$ cat src/rtl/menu_pkg.sv
// Shared types and defaults for menu screens: click-FSM state, colour defaults, button geometry.
package menu_pkg;

  typedef enum logic [0:0] {
    CLK_IDLE  = 1'b0,
    CLK_ARMED = 1'b1
  } click_state_t;

  localparam logic [11:0] KEY_RGB_DEF    = 12'h0FB;
  localparam logic [11:0] BG_RGB_DEF     = 12'h6AF;
  localparam logic [11:0] HILITE_RGB_DEF = 12'hFF0;

  function automatic int btn_top(input int y0, input int h, input int gap, input int k);
    return y0 + k * (h + gap);
  endfunction

endpackage

$ cat src/rtl/cursor_ring.sv
// Cursor ring: a thin ring of radius R around (ctr_x, ctr_y), plus the axis spokes inside it.
// Purely combinational; usable by any screen that draws a mouse pointer.
module cursor_ring #(
  parameter int R = 30
) (
  input  logic [9:0] draw_x,
  input  logic [9:0] draw_y,
  input  logic [9:0] ctr_x,
  input  logic [9:0] ctr_y,
  output logic       on
);

  localparam logic [21:0] RR    = 22'(R * R);
  localparam logic [21:0] RR_LO = (R * R >= 2) ? 22'(R * R - 2) : 22'd0;

  logic signed [10:0] dx, dy;
  logic [9:0]         ax, ay;
  logic [21:0]        ax_w, ay_w, d2;

  always_comb begin
    dx   = $signed({1'b0, draw_x}) - $signed({1'b0, ctr_x});
    dy   = $signed({1'b0, draw_y}) - $signed({1'b0, ctr_y});
    // |d| never exceeds 1023, so the magnitude fits in 10 bits
    ax   = dx[10] ? 10'(-dx) : dx[9:0];
    ay   = dy[10] ? 10'(-dy) : dy[9:0];
    ax_w = {12'd0, ax};
    ay_w = {12'd0, ay};
    d2   = ax_w * ax_w + ay_w * ay_w;
    on   = ((d2 >= RR_LO) && (d2 <= RR)) ||
           ((d2 <= RR) && ((dx == '0) || (dy == '0)));
  end

endmodule

$ cat src/rtl/menu_screen.sv
// Title/menu screen: composes logo, stacked buttons and cursor; mouse click and key navigation select a button.
// RGB is registered one pixel_clk after DrawX/DrawY; no flow control, inputs are taken every cycle.
module menu_screen
  import menu_pkg::*;
#(
  parameter int          NUM_BTN    = 3,
  parameter int          BTN_X      = 245,
  parameter int          BTN_Y0     = 260,
  parameter int          BTN_W      = 150,
  parameter int          BTN_H      = 40,
  parameter int          BTN_GAP    = 10,
  parameter int          LOGO_X     = 120,
  parameter int          LOGO_Y     = 50,
  parameter int          LOGO_W     = 400,
  parameter int          LOGO_H     = 200,
  parameter int          CURSOR_R   = 30,
  parameter logic [11:0] KEY_RGB    = KEY_RGB_DEF,
  parameter logic [11:0] BG_RGB     = BG_RGB_DEF,
  parameter logic [11:0] HILITE_RGB = HILITE_RGB_DEF,
  localparam int         IW         = (NUM_BTN > 1) ? $clog2(NUM_BTN) : 1
) (
  input  logic          pixel_clk,
  input  logic          Reset_n,
  input  logic          blank,
  input  logic          frame_tick,
  input  logic [9:0]    DrawX,
  input  logic [9:0]    DrawY,
  input  logic [9:0]    mouseX,
  input  logic [9:0]    mouseY,
  input  logic [7:0]    mouseButton,
  input  logic          key_up,
  input  logic          key_down,
  input  logic          key_enter,
  input  logic          endgame,
  input  logic [3:0]    title_R,
  input  logic [3:0]    title_G,
  input  logic [3:0]    title_B,
  input  logic [3:0]    btn_R,
  input  logic [3:0]    btn_G,
  input  logic [3:0]    btn_B,
  output logic [IW-1:0] btn_idx,
  output logic [3:0]    Red,
  output logic [3:0]    Green,
  output logic [3:0]    Blue,
  output logic          start,
  output logic [IW-1:0] sel_idx,
  output logic          sel_valid,
  output logic [IW-1:0] focus_idx
);

  function automatic logic in_btn_x(input logic [9:0] x);
    int xi;
    xi = int'({22'd0, x});
    return (xi >= BTN_X) && (xi <= BTN_X + BTN_W);
  endfunction

  function automatic logic in_btn_y(input logic [9:0] y, input int k);
    int yi, top;
    yi  = int'({22'd0, y});
    top = btn_top(BTN_Y0, BTN_H, BTN_GAP, k);
    return (yi >= top) && (yi <= top + BTN_H);
  endfunction

  function automatic logic in_logo(input logic [9:0] x, input logic [9:0] y);
    int xi, yi;
    xi = int'({22'd0, x});
    yi = int'({22'd0, y});
    return (xi >= LOGO_X) && (xi < LOGO_X + LOGO_W) &&
           (yi >= LOGO_Y) && (yi < LOGO_Y + LOGO_H);
  endfunction

  click_state_t  state;
  logic [IW-1:0] arm_idx;
  logic [9:0]    mx_s, my_s;
  logic          btn_s;

  logic          draw_row_hit, mouse_hit;
  logic [IW-1:0] mouse_k;

  always_comb begin
    draw_row_hit = 1'b0;
    btn_idx      = '0;
    mouse_hit    = 1'b0;
    mouse_k      = '0;
    for (int k = 0; k < NUM_BTN; k++) begin
      if (in_btn_y(DrawY, k)) begin
        draw_row_hit = 1'b1;
        btn_idx      = IW'(k);
      end
      if (in_btn_x(mouseX) && in_btn_y(mouseY, k)) begin
        mouse_hit = 1'b1;
        mouse_k   = IW'(k);
      end
    end
  end

  // Pixel compositing
  logic        ring_on, on_btn;
  logic [11:0] title_rgb, btn_rgb, pix;

  cursor_ring #(.R(CURSOR_R)) u_ring (
    .draw_x (DrawX),
    .draw_y (DrawY),
    .ctr_x  (mx_s),
    .ctr_y  (my_s),
    .on     (ring_on)
  );

  always_comb begin
    title_rgb = {title_R, title_G, title_B};
    btn_rgb   = {btn_R, btn_G, btn_B};
    on_btn    = draw_row_hit && in_btn_x(DrawX);
    pix       = BG_RGB;
    if (!blank)
      pix = 12'h000;
    else if (ring_on)
      pix = 12'hFFF;
    else if (in_logo(DrawX, DrawY) && (title_rgb != KEY_RGB))
      pix = title_rgb;
    else if (on_btn && (btn_rgb != KEY_RGB))
      pix = btn_rgb;
    else if (on_btn && (btn_idx == focus_idx))
      pix = HILITE_RGB;
  end

  always_ff @(posedge pixel_clk) begin
    if (!Reset_n)
      {Red, Green, Blue} <= 12'h000;
    else
      {Red, Green, Blue} <= pix;
  end

  // Selection control
  logic          press, rel, idle, kup, kdn, kent, click_sel, req_sel, do_sel;
  logic [IW-1:0] req_k;

  always_comb begin
    press     = frame_tick && mouseButton[0] && !btn_s;
    rel       = frame_tick && !mouseButton[0] && btn_s;
    idle      = (state == CLK_IDLE);
    kup       = key_up && !key_down && idle;
    kdn       = key_down && !key_up && idle;
    kent      = key_enter && idle;
    click_sel = rel && !idle && mouse_hit && (mouse_k == arm_idx);
    req_sel   = click_sel || kent;
    req_k     = click_sel ? arm_idx : focus_idx;
    do_sel    = req_sel && !start && !endgame;
  end

  always_ff @(posedge pixel_clk) begin
    if (!Reset_n) begin
      state     <= CLK_IDLE;
      arm_idx   <= '0;
      mx_s      <= '0;
      my_s      <= '0;
      btn_s     <= 1'b0;
      focus_idx <= '0;
      sel_idx   <= '0;
      sel_valid <= 1'b0;
      start     <= 1'b0;
    end else begin
      sel_valid <= do_sel;
      if (do_sel)
        sel_idx <= req_k;

      if (frame_tick) begin
        mx_s  <= mouseX;
        my_s  <= mouseY;
        btn_s <= mouseButton[0];
      end

      // Keys are applied after hover so an explicit key press wins that cycle
      if (frame_tick && mouse_hit)
        focus_idx <= mouse_k;
      if (kdn)
        focus_idx <= (focus_idx == IW'(NUM_BTN - 1)) ? '0 : focus_idx + 1'b1;
      else if (kup)
        focus_idx <= (focus_idx == '0) ? IW'(NUM_BTN - 1) : focus_idx - 1'b1;

      if (endgame) begin
        state <= CLK_IDLE;
        start <= 1'b0;
      end else begin
        if (do_sel && (req_k == '0))
          start <= 1'b1;
        case (state)
          CLK_IDLE: begin
            if (press && mouse_hit) begin
              state   <= CLK_ARMED;
              arm_idx <= mouse_k;
            end
          end
          CLK_ARMED: begin
            if (rel)
              state <= CLK_IDLE;
          end
          default: state <= CLK_IDLE;
        endcase
      end
    end
  end

endmodule

$ cat config.mk
export PLATFORM = sky130hd
export DESIGN_NAME = menu_screen
export DESIGN_NICKNAME = d
export VERILOG_FILES = /design/src/rtl/menu_pkg.sv /design/src/rtl/cursor_ring.sv /design/src/rtl/menu_screen.sv
export SDC_FILE = /design/constraint.sdc
export NUM_CORES = 1
export LEC_CHECK = 0
export BUFFER_PORTS_ARGS = -buffer_cell sky130_fd_sc_hd__buf_2
export CAP_MARGIN = 25
export CELL_PAD_IN_SITES_DETAIL_PLACEMENT = 0
export CELL_PAD_IN_SITES_GLOBAL_PLACEMENT = 1
export CORE_MARGIN = 2
export CORE_UTILIZATION = 43
export CTS_CLUSTER_SIZE = 25
export DETAILED_ROUTE_END_ITERATION = 7
export PLACE_DENSITY = 0.85
export SKIP_LAST_GASP = 1
export SLEW_MARGIN = 20
export SYNTH_ARGS = -nofsm -noshare
export SYNTH_HDL_FRONTEND = slang
export SYNTH_HIERARCHICAL = 1
export SYNTH_SLANG_ARGS = --single-unit
$ cat constraint.sdc
create_clock -name pixel_clk -period 10.4 [get_ports pixel_clk]
set_input_delay 2.08 -clock pixel_clk [delete_from_list [all_inputs] [get_ports pixel_clk]]
set_output_delay 2.08 -clock pixel_clk [all_outputs]
set_load 0.05 [all_outputs]
==> results_dict.tcl <==
set metrics [dict create \
    htree_levels 2 \
    cts_hold_buf 0 \
    synth.mux.area_fraction 0.0320 \
    wire_per_inst_um 14.8 \
    synth.avg_cell_area_um2 8.54 \
    start_kind "primary input" \
    yosysSeqAreaShare 0.0855 \
    initialDrtViolationCount 368 \
    area_delta_synth_final_pct 30.0 \
    grtUsageTotal 0.217 \
    coreArea_um2 22600 \
    synth_common_cells "223 x inv_1, 132 x fa_1, 108 x ha_1, 88 x nor2_1, 71 x nand2_1" \
    firstDrtPassIters 5 \
    synth_async_sr_flop_share 0 \
    diodes 0 \
    cts_inserted_buffers 5 \
    period_share 1.00 \
    syn_area_um2 9840 \
    grt_pass1_vias 9312 \
    synth_fp_nets 1472 \
    synth-main-ff-cell "dfxtp_1" \
    r2r_setup_slack_ps 1460 \
    relSlewSlack 0.567 \
    yosysMostFrequentCell "inv_1" \
    grt_overflow 0 \
    ctsRootBufferMaster "clkbuf_16" \
    yosysWarnings 6 \
    grt_max_degree 32 \
    violations "setup timing" \
    die_y_um 155 \
    start_util 0.436 \
    wl_um 25700 \
    cts.clk_slew.worst_paths_ps 60 \
    clock_latency_ps 280 \
    synth_top_family_by_area "adder cells" \
    die-width_um 155 \
    netlist_top_cells_area "fa_1 27%, ha_1 14%, dfxtp_1 8.5%, inv_1 8.5%, nor2_1 3.4%" \
    netlist.area_leader.share 0.269 \
    crit_fanout 5 \
    status "finished with violations" \
    dieArea_um2 24100 \
    holdCritPathClass "flop to flop" \
    syn_inst 1152 \
    cts_tree "done" \
    setup_slack_ps -44.4 \
    grt_setup_unrepaired "true" \
    cp_slowest_stage_delay_ps 550 \
    synthAdderAreaFrac 0.406 \
    finalHoldViolCount 0 \
    finalMaxSlewViolations 0 \
    io_buffer_count 92 \
    vias 8977 \
    synth_compound_area_frac 0.156 \
    worstSetupPathType "primary input to flop" \
    clock.fmax_ghz 0.0957 \
    cp_slowest_cell "fa_1" \
    post_synth_num_cell_types 92 \
    ios 100 \
    critical_path_arrival_ps 10670 \
    rows 55 \
    gp_congestion 0.982 \
    setup_viol 2 \
    antenna_found_initial 0 \
    dp_hpwl_um 22400 \
    yosys.area_share.simple 0.178 \
    synth-seq-cells 42 \
    clock_skew_ps 8.48 \
    dp_slack_ps -636 \
    synth-edff-count 0 \
    cp-end-kind "flop" \
    worstMarginPinSlew_ps 644 \
    cts.sink_count 42 \
    min_period_ps 10440 \
    drive_gt1_frac 0.300 \
    viasPerCell 5.17 \
    ant_nets 0 \
    nNetsFinal 1771 \
    drc 0 \
    ctsLongestPathBuffers 2 \
    drv_cap 0 \
    required_ps 10620 \
    synthXorXnorAreaFrac 0.0464 \
    synth_top_area_cell "fa_1" \
    grt_pass1_wl_um 43300 \
]
[flip-flops by register name (all words and copies together) (netlist names)]
register   cells
sel_idx        2
Green          4
my_s          10
mx_s          10
start          1
btn_s          1
focus_idx      2
sel_valid      1
Red            4
Blue           4
arm_idx        2
state          1
[logic make-up (layout without fill, tap and decap cells)]
kind of cell    after synthesis  count (layout)
mux                          31              31
compound gates              206             206
xor+xnor                     47              47
buf+inv                     249             549
flops                        42              42
simple gates                337             337
fa+ha+maj                   240             240
[critical path, delay by kind of cell]
family                   cells  cell delay, ps
AO/OA/AOI/OAI                9            1520
adder cells (fa/ha/maj)     10            4380
buffers and inverters       12             840
AND/OR/NAND/NOR              8            1660
XOR/XNOR                     1             170
[metrics by stage]
step / utilization / hold slack, ps / instance area [µm²] / std cells / setup TNS [ps]
5_1_grt: 0.567 / 525 / 12800 / 1737 / -3810
4_1_cts: 0.562 / 507 / 12700 / 1734 / 0
3_3_place_gp: 0.539 / 479 / 12200 / 1714 / -5310
2_1_floorplan: - / 481 / 9880 / 1152 / 0
6_report: 0.567 / 503 / 12800 / 1737 / -58.3
3_5_place_dp: 0.539 / 486 / 12200 / 1714 / -6670
[layer usage]
layer	routed length, µm	GRT usage
met1	10900	0.275
met2	13100	0.395
met3	1180	0.0284
met4	521	0.0481
met5	0	0
[path summary, 6_finish.rpt]
kind / start / end / depth (start not counted)
min reg2reg: sel_idx[0] / sel_idx[0] / 1
min: sel_idx[0] / sel_idx[0] / 1
max reg2reg: my_s[0] / Blue[2] / 38
max: DrawY[0] / Blue[2] / 40
[what timing repair did]
action	in CTS	in global routing
setup buffers	12	3
pin swaps	54	22
endpoints found under the setup margin	12	12
gates resized for setup	61	25
cloned	0	0
[placed cells by master (no fill, tap or decap), types with 6 or more instances in the layout]
master    count
a211oi_1      6
a21o_1       12
a21oi_1      32
a21oi_2      10
a31oi_1       7
and2_1       15
and3_1        6
buf_2        91
buf_4       217
dfxtp_1      42
fa_1        126
fa_2          6
ha_1        102
inv_1       215
inv_2        11
mux2i_1      27
nand2_1      69
nand2b_1     17
nand3_1      13
nand4_1      14
nor2_1       83
nor2b_1      32
nor3_1       22
nor3b_1       6
o211a_1       6
o21a_1       12
o21ai_0      24
o21ai_1      11
o21ai_2       7
or2_2         6
or3_1         7
xnor2_1      19
xnor2_2       6
xor2_1       15
xor2_2        7
[final cells by class]
cell class | count | area (µm²)
fill | 2045 | 9780
multi-input combinational | 861 | 8410
timing repair buffer | 314 | 2160
inverter | 227 | 855
sequential | 42 | 841
tap | 285 | 357
clock buffer | 6 | 129
clock inverter | 2 | 37.5
Power is not shown: default switching activity piles up to over one toggle a cycle in this logic, so the estimate is an artifact.
